## src/rtl/core_axi_rd_arb.sv

```systemverilog
// core_axi_rd_arb: two-master (M0 fetch, M1 data load) to one-slave AXI4-Lite read arbiter.
// One read in flight at a time; AR is routed to the slave, R is routed back to the winner.
// Optional feature macro: ARB_RR_EN selects round-robin arbitration. When it is undefined,
// M1 has fixed priority over M0.
module core_axi_rd_arb #(
    parameter int unsigned AXI_AWIDTH = 4,
    parameter int unsigned AXI_DWIDTH = 32
) (
    input  logic                  CLK,
    input  logic                  RST,
    // M0: instruction fetch
    input  logic [AXI_AWIDTH-1:0] M0_ARADDR,
    input  logic                  M0_ARVALID,
    output logic                  M0_ARREADY,
    output logic [AXI_DWIDTH-1:0] M0_RDATA,
    output logic [1:0]            M0_RRESP,
    output logic                  M0_RVALID,
    input  logic                  M0_RREADY,
    // M1: data load
    input  logic [AXI_AWIDTH-1:0] M1_ARADDR,
    input  logic                  M1_ARVALID,
    output logic                  M1_ARREADY,
    output logic [AXI_DWIDTH-1:0] M1_RDATA,
    output logic [1:0]            M1_RRESP,
    output logic                  M1_RVALID,
    input  logic                  M1_RREADY,
    // Slave
    output logic [AXI_AWIDTH-1:0] S_ARADDR,
    output logic                  S_ARVALID,
    input  logic                  S_ARREADY,
    input  logic [AXI_DWIDTH-1:0] S_RDATA,
    input  logic [1:0]            S_RRESP,
    input  logic                  S_RVALID,
    output logic                  S_RREADY
);

    localparam logic [1:0] ST_IDLE = 2'd0;
    localparam logic [1:0] ST_ADDR = 2'd1;
    localparam logic [1:0] ST_DATA = 2'd2;

    localparam logic GNT_M0 = 1'b0;
    localparam logic GNT_M1 = 1'b1;

    logic [1:0] state_q, state_d;
    logic       grant_q, grant_d;
    logic       pick;
    logic       ar_hs;
    logic       r_hs;

    assign ar_hs = S_ARVALID && S_ARREADY;
    assign r_hs  = S_RVALID && S_RREADY;

`ifdef ARB_RR_EN
    logic last_q, last_d;

    // Winner selection: on contention serve whoever was not served last
    always_comb begin
        if (M0_ARVALID && M1_ARVALID) begin
            pick = ~last_q;
        end else begin
            pick = M1_ARVALID ? GNT_M1 : GNT_M0;
        end
    end

    // Last-served tracks the owner of each completed R handshake
    always_comb begin
        last_d = last_q;
        if (state_q == ST_DATA && r_hs) begin
            last_d = grant_q;
        end
    end

    // Last-served register
    always_ff @(posedge CLK) begin
        if (RST) begin
            last_q <= GNT_M0;
        end else begin
            last_q <= last_d;
        end
    end
`else
    // Winner selection: the data path always wins so the memory stage never stalls on fetch
    always_comb begin
        pick = M1_ARVALID ? GNT_M1 : GNT_M0;
    end
`endif

    // Next-state and grant: grant may only change while idle
    always_comb begin
        state_d = state_q;
        grant_d = grant_q;
        case (state_q)
            ST_IDLE: begin
                if (M0_ARVALID || M1_ARVALID) begin
                    grant_d = pick;
                    state_d = ST_ADDR;
                end
            end
            ST_ADDR: begin
                if (ar_hs) begin
                    state_d = ST_DATA;
                end
            end
            ST_DATA: begin
                if (r_hs) begin
                    state_d = ST_IDLE;
                end
            end
            default: state_d = ST_IDLE;
        endcase
    end

    // State and grant registers
    always_ff @(posedge CLK) begin
        if (RST) begin
            state_q <= ST_IDLE;
            grant_q <= GNT_M1;
        end else begin
            state_q <= state_d;
            grant_q <= grant_d;
        end
    end

    // Channel routing: AR only in ADDR, R only in DATA, everything else held at zero
    always_comb begin
        S_ARADDR   = '0;
        S_ARVALID  = 1'b0;
        S_RREADY   = 1'b0;
        M0_ARREADY = 1'b0;
        M1_ARREADY = 1'b0;
        M0_RDATA   = '0;
        M0_RRESP   = 2'b00;
        M0_RVALID  = 1'b0;
        M1_RDATA   = '0;
        M1_RRESP   = 2'b00;
        M1_RVALID  = 1'b0;
        if (state_q == ST_ADDR) begin
            if (grant_q == GNT_M1) begin
                S_ARADDR   = M1_ARADDR;
                S_ARVALID  = M1_ARVALID;
                M1_ARREADY = S_ARREADY;
            end else begin
                S_ARADDR   = M0_ARADDR;
                S_ARVALID  = M0_ARVALID;
                M0_ARREADY = S_ARREADY;
            end
        end else if (state_q == ST_DATA) begin
            if (grant_q == GNT_M1) begin
                M1_RDATA  = S_RDATA;
                M1_RRESP  = S_RRESP;
                M1_RVALID = S_RVALID;
                S_RREADY  = M1_RREADY;
            end else begin
                M0_RDATA  = S_RDATA;
                M0_RRESP  = S_RRESP;
                M0_RVALID = S_RVALID;
                S_RREADY  = M0_RREADY;
            end
        end
    end

endmodule

```

## config.mk

```make
export PLATFORM = sky130hd
export DESIGN_NAME = core_axi_rd_arb
export DESIGN_NICKNAME = d
export VERILOG_FILES = /design/src/rtl/core_axi_rd_arb.sv
export SDC_FILE = /design/constraint.sdc
export NUM_CORES = 1
export LEC_CHECK = 0
export CORE_UTILIZATION = 19
export DETAILED_ROUTE_END_ITERATION = 10
export GPL_TIMING_DRIVEN = 0
export PLACE_DENSITY = 0.87
export SLEW_MARGIN = 0
export SYNTH_ARGS = -nofsm -noshare
export SYNTH_HDL_FRONTEND = slang
export SYNTH_SLANG_ARGS = --single-unit
```

## constraint.sdc

```tcl
create_clock -name CLK -period 0.9 [get_ports CLK]
set_input_delay 0.09 -clock CLK [delete_from_list [all_inputs] [get_ports CLK]]
set_output_delay 0.09 -clock CLK [all_outputs]
set_load 0.005 [all_outputs]
```

[Word level (Yosys, flattened, before mapping)]
Cells that the tools add are included.
Operators by class
  mux-type cells: 34
  eq/ne operators: 5
  reduce and logical (&&, ||, !) cells: 6
Operators with widths (count)
  32-bit 2-to-1 mux: 6
  2-bit 2-to-1 mux: 9
  1-bit 2-to-1 mux: 16
  4-bit 2-to-1 mux: 2
  2-bit != test (second input constant): 3
  2-bit case mux with 3 select lines: 1
  3-bit AND reduction: 1
  2-bit by 1-bit == test with 1-bit output (second input constant): 1
  2-bit == test (second input constant): 1
  1-bit logical AND: 2
  2-bit zero test: 1
  2-bit AND reduction: 1
  1-bit logical OR: 1
Storage, ports and cells
  logic and storage cells: 47
  flip-flop bits (word level): 3
  output and inout bits: 78
  bits of input ports: 50

[Logic depth before layout (Yosys ltp)]
Gate-level depths: netlist of run 1.
  depth in word-level cells: 6
  gate-level depth with buffers: 5
  gate-level depth less buffers: 3

[Worst setup path before layout of run 1]
No wires, ideal clock.
  kind: reg-to-output
  from: reg grant_q
  to: out M1_RDATA[0]
  slack: -0.171 ns
  data arrival time: 0.981 ns
  cell stages (with the launch flop): 6
  path through: dfxtp_1 > buf_6 > inv_1 > nor2_4 > clkbuf_2 > and2_1
Between the ends
  longest elaborated chain between the ends: 3
RTL lines
  from (decl): RTL line 45  | logic grant_q, grant_d;
  from (signal assigned): RTL line 120  | grant_q <= grant_d;
  32-bit 2-to-1 mux: RTL line 148  | if (grant_q == GNT_M1) begin
  32-bit 2-to-1 mux: RTL line 147  | end else if (state_q == ST_DATA) begin
  32-bit 2-to-1 mux: RTL line 137  | if (state_q == ST_ADDR) begin
  to (decl): RTL line 23  | output logic [AXI_DWIDTH-1:0] M1_RDATA,
No other way between the ends.

[Worst setup path after layout of run 1]
  from: reg state_q[0]
  to: out M0_RDATA[22]
Between the ends
  longest elaborated chain between the ends: 3
RTL lines
  from (decl): RTL line 44  | logic [1:0] state_q, state_d;
  from (signal assigned): RTL line 119  | state_q <= state_d;
  2-bit == test: RTL line 147
  32-bit 2-to-1 mux: RTL line 147
  32-bit 2-to-1 mux *: RTL line 137
  to (decl): RTL line 15  | output logic [AXI_DWIDTH-1:0] M0_RDATA,
Mark *: on every way between the ends. The rest lies on a longest branch, timed or not.

==> summary.txt, run 1 <==
Outcome
  – Status: complete, but fails checks
  – Failing checks: negative setup slack

Power and ir drop
  – LEAKAGE: 1.305 nW
  – VDD IR-drop max: 0.6072 mV
  – Power per cell area: 490.2 nW/µm²

Clock tree
  – CTS Buffer Depth: 2
  – CTS Buf Count: 3
  – Depth of the CTS H-tree: 1
  – Clock transition at the registers of the reported paths: 40 ps
  – Hold Buf Count CTS: 0
  – Clock Latency Late Sink: 220 ps
  – Sink Count: 3
  – CTS tree: yes
  – Clk root buf: clkbuf_8

Routing
  – Post-route DRC: 0
  – Iter 0 DRT Violations: 23
  – Drt first pass iters: 4
  – Vias per cell: 4.537
  – DR vias: 1411
  – Antenna Nets Post-Route: 0
  – WL per Instance: 16.32 µm
  – Total Wirelength: 5074 µm

Critical path
  – CP arrival: 1430 ps
  – Worst setup EP type: output pin
  – Reg-to-Reg Start: grant_q
  – Critical-path top delay cell: dfxtp_4
  – Setup Crit Path Kind: reg2out
  – Crit. Startpoint: state_q[0]
  – Max incr delay on CP: 340 ps
  – Startpoint types: flip-flop
  – WP buf/inv: 4
  – CP top delay family: buffers and inverters
  – CP required: 810 ps
  – CP Cell Sequence: nand2b_4 -> nor2_4 -> buf_12 -> buf_8 -> buf_8 -> and2_1 -> buf_2
  – Most frequent CP cell: buf_8
  – Worst-path fanout max: 5

STA
  – Final worst slack: -615.8 ps
  – Final setup violation count: 81
  – Max transition margin: 80.86%
  – Fin. max-slew vios: 0
  – RSZ-0062 raised after global routing: true
  – Crit path time final: 1516 ps
  – Final Hold Fails: 0
  – Worst Skew: 1.932 ps
  – Worst Tran Pin Value: 285.0 ps
  – Max Clock Freq: 659.7 MHz
  – Setup TNS: -42590 ps
  – Hold WS: 537.5 ps
  – Tcrit/Tclk final: 168.4%

Global route
  – GRT Overall Usage: 21.27%
  – Congestion Overflow GR: 0
  – Antenna violations before repair: 0
  – Pin count of the biggest net entering global routing: 6
  – Number of global-route vias before repair: 1433
  – Global-route wire length before repair: 6727 µm

Yosys
  – Net count of the mapped netlist: 158
  – Syn Area/Cell: 6.812 µm²
  – Post-synth cell types: 18
  – Post-Synthesis Cell Area: 735.7 µm²
  – Cell count after synthesis: 108
  – Register area share after synthesis: 8.163%
  – Ys Warns: 0
  – Synth Register Bits: 3

Final layout
  – Fillers: 255
  – Area grow syn2layout: 262.4%
  – Nets@finish: 314
  – ANT cells: 0
  – Final Cell Area: 2666 µm²
  – Multi-input gate area: 829.5 µm²
  – FF/Latch Area: 66.31 µm²
  – Share of layout cells above drive strength 1: 70.34%
  – Final Util: 72.29%

Place
  – Placed Instance Area: 2097 µm²
  – GPL Wtd Cong: 0.8345
  – Post-detail-place hpwl: 2786 µm
  – IO Port Bufs: 127

Floorplanning
  – Full die area: 4125 µm²
  – Initial core utilization: 19.95%
  – DIE HEIGHT: 64.23 µm
  – Core area: 3689 µm²
  – Row cnt: 22
  – Io pins: 128
  – Die Wd: 64.23 µm

Job
  – Maxcap violations: 0

Worst hold path
  – Hold Crit Start: state_q[1]
  – Hold Path Class: reg2reg
-- synth_stat cells --
library cell  count  area share (%)
nand2_1           1            0.51
inv_1             1            0.51
nor2b_1           1            0.85
nand2b_4          1             1.9
a221o_2           1             1.5
clkbuf_2          6             4.1
or3_1             1            0.85
dfxtp_1           3             8.2
nand3b_1          1             1.0
o32ai_1           1             1.2
nor3_1            1            0.68
nor2_4            2             3.1
mux2i_1           6             8.2
buf_6             1             1.5
nor2_1            9             4.6
nand2b_1          1            0.85
o31ai_1           1             1.0
and2_1           70              60
-- power by group --
part | switching (W) | total, W | internal [W]
Clock | 0.000105 | 0.000409 | 0.000304
Combinational | 0.000256 | 0.000742 | 0.000485
Sequential | 0.0000103 | 0.000156 | 0.000146
-- cell type report --
type	count	share of cell area (%)
clock buffers	4	1.689
flip-flops and latches	3	2.487
multi-input cells	97	31.11
plain buffers	7	3.754
well taps	48	2.252
inverters	1	0.2346
repair buffers	151	58.47
-- worst paths after layout --
check | cells past startpoint | to | slack, ps
hold reg to reg | 1 | state_q[0] | 540
hold / removal | 1 | state_q[0] | 540
setup reg to reg | 6 | state_q[0] | -560
setup / recovery | 7 | M0_RDATA[22] | -620
-- logic make-up after synthesis --
kind of cell	share of synthesized area [%]
simple gates	73.81
mux	8.164
buf+inv	6.122
flops	8.164
compound gates	3.742
-- repair_timing --
item,4_1_cts,5_1_grt
endpoints found under the setup margin,81,81
gates cloned,6,0
buffers inserted,19,2
resized for setup,409,67
pin swaps,73,7
-- stage by stage --
| step | total power [W] | setup WS [ps] | cells |
|---|---|---|---|
| after global routing | 0.001371 | -656.9 | 311 |
| final | 0.001307 | -615.8 | 311 |
| after CTS | 0.001181 | -608.0 | 312 |
| after detailed placement | 0.0006693 | -795.2 | 283 |
| after global placement | 0.0006609 | -777.3 | 283 |
| after floorplan | 0.0003065 | -144.0 | 108 |
-- routing by layer --
metal	global-route usage (%)	part of all wire, %
met2	43.62	57
met5	0	0
met3	4.464	6.3
met4	6.944	1.0
met1	20.53	36
-- sequential cells by signal, indices dropped and copies added (netlist names) --
name	count
grant_q	1
state_q	2
-- cell usage in the layout (no fill, tap or decap), drive strengths merged --
| cell type | synthesis | layout |
|---|---|---|
| or3 | 1 | 1 |
| clkdlybuf4s50 | 0 | 49 |
| nor2 | 11 | 11 |
| and2 | 70 | 70 |
| nand3b | 1 | 1 |
| nor3 | 1 | 1 |
| inv | 1 | 1 |
| nand2 | 1 | 1 |
| o32ai | 1 | 1 |
| buf | 1 | 107 |
| o31ai | 1 | 1 |
| clkbuf | 6 | 6 |
| dfxtp | 3 | 3 |
| mux2i | 6 | 6 |
| a221o | 1 | 1 |
| nor2b | 1 | 1 |
| nand2b | 2 | 2 |
Power figures use the tool's default switching activity.
==> run 2, diff against run 1 <==
--- a/config.mk
+++ b/config.mk
@@ -5,10 +5,13 @@
 export SDC_FILE = /design/constraint.sdc
 export NUM_CORES = 1
 export LEC_CHECK = 0
-export CORE_UTILIZATION = 19
+export CELL_PAD_IN_SITES_DETAIL_PLACEMENT = 0
+export CELL_PAD_IN_SITES_GLOBAL_PLACEMENT = 1
+export CORE_UTILIZATION = 10
 export DETAILED_ROUTE_END_ITERATION = 10
 export GPL_TIMING_DRIVEN = 0
-export PLACE_DENSITY = 0.87
+export PLACE_DENSITY = 0.84
+export SKIP_LAST_GASP = 1
 export SLEW_MARGIN = 0
 export SYNTH_ARGS = -nofsm -noshare
 export SYNTH_HDL_FRONTEND = slang
==> summary.txt, run 2 (same netlist as run 1, synthesis figures left out) <==
Global route
  – Global-route wire length before repair: 6575 µm (was 6727 µm)
  – Number of global-route vias before repair: 1396 (was 1433)
  – Antenna violations before repair: 0 (unchanged)
  – Pin count of the biggest net entering global routing: 7 (was 6)
  – Congestion Overflow GR: 0 (unchanged)
  – GRT Overall Usage: 10.84% (was 21.27%)

Clock tree
  – Clock Latency Late Sink: 220 ps (about the same)
  – Depth of the CTS H-tree: 1 (unchanged)
  – CTS Buffer Depth: 2 (unchanged)
  – Hold Buf Count CTS: 0 (unchanged)
  – Sink Count: 3 (unchanged)
  – Clock transition at the registers of the reported paths: 30 ps (was 40 ps)
  – Clk root buf: clkbuf_8 (unchanged)
  – CTS tree: yes (unchanged)
  – CTS Buf Count: 3 (unchanged)

Final layout
  – FF/Latch Area: 66.31 µm² (unchanged)
  – Fillers: 683 (was 255)
  – Final Cell Area: 2858 µm² (was 2666 µm²)
  – Multi-input gate area: 834.6 µm² (was 829.5 µm²)
  – Share of layout cells above drive strength 1: 72.00% (was 70.34%)
  – Final Util: 41.15% (was 72.29%)
  – Commonest cells after routing, fill and taps aside: 77 x buf_6, 58 x and2_4, 49 x clkdlybuf4s50_1, 19 x buf_2, 12 x and2_1 (was 68 x buf_6, 58 x and2_4, 49 x clkdlybuf4s50_1, 21 x buf_2, 13 x buf_8)
  – ANT cells: 0 (unchanged)
  – Commonest non-fill, non-tap cell in the layout: buf_6 (unchanged)
  – Area grow syn2layout: 288.4% (was 262.4%)
  – Reg with most FFs: state_q (unchanged)
  – Nets@finish: 326 (was 314)
  – Max reg flops: 2 (unchanged)
  – Largest registers: state_q (2), grant_q (1) (unchanged)

Routing
  – Vias per cell: 3.709 (was 4.537)
  – Antenna Nets Post-Route: 0 (unchanged)
  – DR vias: 1376 (was 1411)
  – Drt first pass iters: 4 (unchanged)
  – Post-route DRC: 0 (unchanged)
  – Iter 0 DRT Violations: 14 (was 23)
  – WL per Instance: 12.09 µm (was 16.32 µm)
  – Total Wirelength: 4484 µm (was 5074 µm)

Critical path
  – Worst-path fanout max: 6 (was 5)
  – Setup Crit Path Kind: reg2out (unchanged)
  – Startpoint types: flip-flop (unchanged)
  – Reg2reg path depth: 5 (was 6)
  – Worst setup EP type: output pin (unchanged)
  – CP arrival: 1460 ps (was 1430 ps)
  – CP required: 810 ps (about the same)

Place
  – Post-detail-place hpwl: 3052 µm (was 2786 µm)
  – Placed Instance Area: 2157 µm² (was 2097 µm²)
  – IO Port Bufs: 127 (unchanged)
  – GPL Wtd Cong: 0.7057 (was 0.8345)

STA
  – Setup TNS: -43040 ps (was -42590 ps)
  – RSZ-0062 raised after global routing: true (unchanged)
  – Max Clock Freq: 644.2 MHz (was 659.7 MHz)
  – Final worst slack: -652.4 ps (was -615.8 ps)
  – Crit path time final: 1552 ps (was 1516 ps)
  – Max transition margin: 84.02% (was 80.86%)
  – Final setup violation count: 81 (unchanged)
  – Hold WS: 468.5 ps (was 537.5 ps)
  – Final Hold Fails: 0 (unchanged)
  – Tcrit/Tclk final: 172.5% (was 168.4%)
  – Fin. max-slew vios: 0 (unchanged)
  – Worst Skew: 0.1019 ps (was 1.932 ps)
  – Worst Tran Pin Value: 238.9 ps (was 285.0 ps)

Floorplanning
  – Full die area: 7704 µm² (was 4125 µm²)
  – Die Wd: 87.78 µm (was 64.23 µm)
  – Core area: 6944 µm² (was 3689 µm²)
  – DIE HEIGHT: 87.78 µm (was 64.23 µm)
  – Io pins: 128 (unchanged)
  – Row cnt: 30 (was 22)
  – Initial core utilization: 10.59% (was 19.95%)

Worst hold path
  – WHS Path Cells: 1 (unchanged)
  – Hold Path Class: reg2reg (unchanged)

Power and ir drop
  – Tot Pwr: 0.001294 W (was 0.001307 W)
  – VDD IR-drop max: 0.3268 mV (was 0.6072 mV)
  – LEAKAGE: 1.372 nW (was 1.305 nW)
  – Power per cell area: 452.7 nW/µm² (was 490.2 nW/µm²)

Outcome
  – Status: complete, but fails checks (unchanged)
  – Failing checks: negative setup slack (unchanged)

Job
  – Maxcap violations: 0 (unchanged)
-- run 2: changes by cell type in the layout (fill, tap and decap cells not counted), sizes merged --
cell	before	now
clkbuf	6	5
buf	107	120
-- run 2: metrics by stage --
stage	instances	setup slack [ps]
floorplan	108	-144.0
global placement	331	-844.8
detailed placement	331	-846.6
CTS	375	-714.8
global route	371	-695.7
finish	371	-652.4
-- run 2: cell type report --
| class | instances | area share (%) |
|---|---|---|
| clock buffers | 4 | 1.576 |
| well taps | 96 | 4.203 |
| repair buffers | 165 | 59.76 |
| plain buffers | 5 | 2.627 |
| inverters | 1 | 0.3065 |
| flip-flops and latches | 3 | 2.320 |
| multi-input cells | 97 | 29.20 |
-- run 2: path summary, 6_finish.rpt --
kind	from	end	slack, ps
worst min register to register	state_q[1]	state_q[0]	470
worst max-delay path	state_q[0]	M0_RDATA[21]	-650
worst max register to register	grant_q	state_q[1]	-460
worst min-delay path	state_q[1]	state_q[0]	470
-- run 2: power by group --
group	internal [W]	switching, W
logic	0.000500	0.000229
registers	0.000146	0.0000169
clock network	0.000303	0.0000996
total	0.000948	0.000345
-- run 2: metal layers --
metal	global-route usage, %	routed length, µm
met1	12.02	1534
met2	20.93	2559
met3	1.979	368
met4	2.832	21
met5	0	0
-- run 2: worst max-delay path: stages, from the launching register on --
cell and delay, ps:
dfxtp_2 320, nand2b_4 160, nor2_4 40, buf_12 130
buf_8 110, buf_6 120, buf_6 100, and2_4 150
buf_6 110
-- run 2: timing repair --
action,CTS,global route
resized for setup,378,115
setup buffers,35,8
pin swaps,50,23
setup endpoints to repair,81,81
hold endpoints to repair,0,0
gates cloned,6,0
==> run 3, diff against run 2 <==
--- a/config.mk
+++ b/config.mk
@@ -16,3 +16,4 @@
 export SYNTH_ARGS = -nofsm -noshare
 export SYNTH_HDL_FRONTEND = slang
 export SYNTH_SLANG_ARGS = --single-unit
+export TNS_END_PERCENT = 20
==> summary.txt, run 3 (same netlist as run 1, synthesis figures left out) <==
Routing
  – Total Wirelength: 4195 µm (was 4484 µm)
  – Drt first pass iters: 4 (unchanged)
  – WL per Instance: 11.46 µm (was 12.09 µm)
  – DR vias: 1341 (was 1376)
  – Iter 0 DRT Violations: 14 (unchanged)
  – Vias per cell: 3.664 (was 3.709)
  – Antenna Nets Post-Route: 0 (unchanged)
  – Post-route DRC: 0 (unchanged)

Floorplanning
  – Io pins: 128 (unchanged)
  – Core area: 6944 µm² (unchanged)
  – Row cnt: 30 (unchanged)
  – Initial core utilization: 10.59% (unchanged)
  – Full die area: 7704 µm² (unchanged)
  – DIE HEIGHT: 87.78 µm (unchanged)
  – Die Wd: 87.78 µm (unchanged)

Power and ir drop
  – Sw frac: 24.57% (was 26.69%)
  – Net switching power: 0.0002907 W (was 0.0003453 W)
  – Internal power: 0.0008927 W (was 0.0009485 W)
  – Tot Pwr: 0.001183 W (was 0.001294 W)
  – Power per cell area: 446.8 nW/µm² (was 452.7 nW/µm²)
  – VDD IR-drop max: 0.3797 mV (was 0.3268 mV)
  – Clock share of power: 32.6% (was 31.1%)
  – Combinational power share: 54.4% (was 56.3%)
  – LEAKAGE: 1.716 nW (was 1.372 nW)
  – Sequential share of power: 13.0% (was 12.6%)

Critical path
  – CP arrival: 1440 ps (was 1460 ps)
  – R2r setup slk: -440 ps (was -460 ps)
  – Most frequent CP cell: buf_6 (unchanged)
  – CP Cell Sequence: nand2b_4 -> nor2_4 -> buf_12 -> buf_8 -> buf_6 -> buf_6 -> and2_4 -> buf_6 (unchanged)
  – Worst setup EP type: output pin (unchanged)
  – Reg-to-Reg Start: grant_q (unchanged)
  – WP buf/inv: 5 (unchanged)
  – CP top delay family: buffers and inverters (unchanged)
  – Setup Crit Path Kind: reg2out (unchanged)
  – Crit. Startpoint: state_q[0] (unchanged)
  – Critical-path top delay cell: dfxtp_2 (unchanged)
  – Max incr delay on CP: 320 ps (about the same)
  – Startpoint types: flip-flop (unchanged)
  – Worst-path fanout max: 7 (was 6)
  – CP required: 810 ps (about the same)

Global route
  – Number of global-route vias before repair: 1182 (was 1396)
  – Pin count of the biggest net entering global routing: 10 (was 7)
  – GRT Overall Usage: 9.701% (was 10.84%)
  – Congestion Overflow GR: 0 (unchanged)
  – Global-route wire length before repair: 5809 µm (was 6575 µm)
  – Antenna violations before repair: 0 (unchanged)

Final layout
  – Largest registers: state_q (2), grant_q (1) (unchanged)
  – Commonest non-fill, non-tap cell in the layout: clkdlybuf4s50_1 (was buf_6)
  – Area grow syn2layout: 260.0% (was 288.4%)
  – Share of layout cells above drive strength 1: 43.70% (was 72.00%)
  – Reg with most FFs: state_q (unchanged)
  – Nets@finish: 321 (was 326)
  – Final Cell Area: 2649 µm² (was 2858 µm²)
  – Max reg flops: 2 (unchanged)
  – Commonest cells after routing, fill and taps aside: 49 x clkdlybuf4s50_1, 46 x and2_1, 33 x buf_6, 30 x dlymetal6s2s_1, 24 x and2_4 (was 77 x buf_6, 58 x and2_4, 49 x clkdlybuf4s50_1, 19 x buf_2, 12 x and2_1)
  – ANT cells: 0 (unchanged)
  – Fillers: 730 (was 683)

STA
  – Hold WS: 483.1 ps (was 468.5 ps)
  – Worst Tran Pin Value: 224.1 ps (was 238.9 ps)
  – Tcrit/Tclk final: 170.3% (was 172.5%)
  – Final setup violation count: 81 (unchanged)
  – Max Clock Freq: 652.6 MHz (was 644.2 MHz)
  – Worst Skew: 0.8305 ps (was 0.1019 ps)
  – RSZ-0062 raised after global routing: true (unchanged)
  – Final Hold Fails: 0 (unchanged)
  – Max transition margin: 85.01% (was 84.02%)
  – Setup TNS: -42110 ps (was -43040 ps)
  – Fin. max-slew vios: 0 (unchanged)
  – Final worst slack: -632.4 ps (was -652.4 ps)
  – Crit path time final: 1532 ps (was 1552 ps)

Job
  – Maxcap violations: 0 (unchanged)

Worst hold path
  – Hold Crit Start: state_q[1] (unchanged)
  – Hold Path Class: reg2reg (unchanged)

Clock tree
  – CTS Buf Count: 3 (unchanged)
  – Hold Buf Count CTS: 0 (unchanged)
  – Depth of the CTS H-tree: 1 (unchanged)
  – Sink Count: 3 (unchanged)
  – CTS Buffer Depth: 2 (unchanged)
  – Clock transition at the registers of the reported paths: 30 ps (about the same)
  – Clk root buf: clkbuf_8 (unchanged)
  – CTS tree: yes (unchanged)
  – Clock Latency Late Sink: 210 ps (was 220 ps)

Place
  – Post-detail-place hpwl: 2964 µm (was 3052 µm)
  – GPL Wtd Cong: 0.6449 (was 0.7057)
  – Placed Instance Area: 2157 µm² (unchanged)
  – Pre-CTS WS: -829.3 ps (was -846.6 ps)
  – IO Port Bufs: 127 (unchanged)

Outcome
  – Status: complete, but fails checks (unchanged)
  – Failing checks: negative setup slack (unchanged)
run 3: cell type report:
type / instances / area (µm²) / area share, %
buffer: 5 / 67.56 / 2.551
timing repair buffer: 159 / 1627 / 61.41
tap: 96 / 120.1 / 4.535
multi-input combinational: 98 / 720.7 / 27.21
inverter: 1 / 6.256 / 0.2362
sequential: 3 / 62.56 / 2.362
clock buffer: 4 / 45.04 / 1.701
run 3: per-stage QoR:
step / std cells / util, %
2_1_floorplan: 108 / -
3_3_place_gp: 331 / 31.06
3_5_place_dp: 331 / 31.06
4_1_cts: 354 / 34.65
5_1_grt: 366 / 38.14
6_report: 366 / 38.14
run 3: layer usage:
| metal | routed length [µm] | global-route usage, % | vias to the layer above |
|---|---|---|---|
| met3 | 393 | 3.299 | 2 |
| met1 | 1635 | 11.08 | 596 |
| met4 | 19 | 2.235 | 0 |
| met5 | 0 | 0 | - |
| met2 | 2146 | 17.34 | 74 |
| li1 | - | - | 669 |
run 3: worst paths after layout:
kind	endpoint	depth (start not counted)
hold reg to reg	state_q[0]	1
setup reg to reg	state_q[1]	7
hold / removal	state_q[0]	1
setup / recovery	M0_RDATA[23]	8
run 3: power by group through the flow:
stage	registers [W]	clock network (W)	logic, W
5_1_grt	0.000155	0.000415	0.000696
3_5_place_dp	0.000158	0	0.000514
2_1_floorplan	0.000156	0	0.000151
3_3_place_gp	0.000158	0	0.000508
4_1_cts	0.000154	0.000401	0.000572
6_report	0.000154	0.000385	0.000644
run 3: worst register-to-register path: stages (launching register included):
cell     delay (ps)
dfxtp_1         320
buf_6           140
buf_6           110
buf_4           120
mux2i_2         220
buf_4           140
nor2b_1          40
o31ai_1         170
run 3: what timing repair did:
item                       CTS  global route
setup endpoints to repair   81            81
buffers inserted            12            18
pin swaps                    6            19
resized for setup           76           170
cloned                       7             1
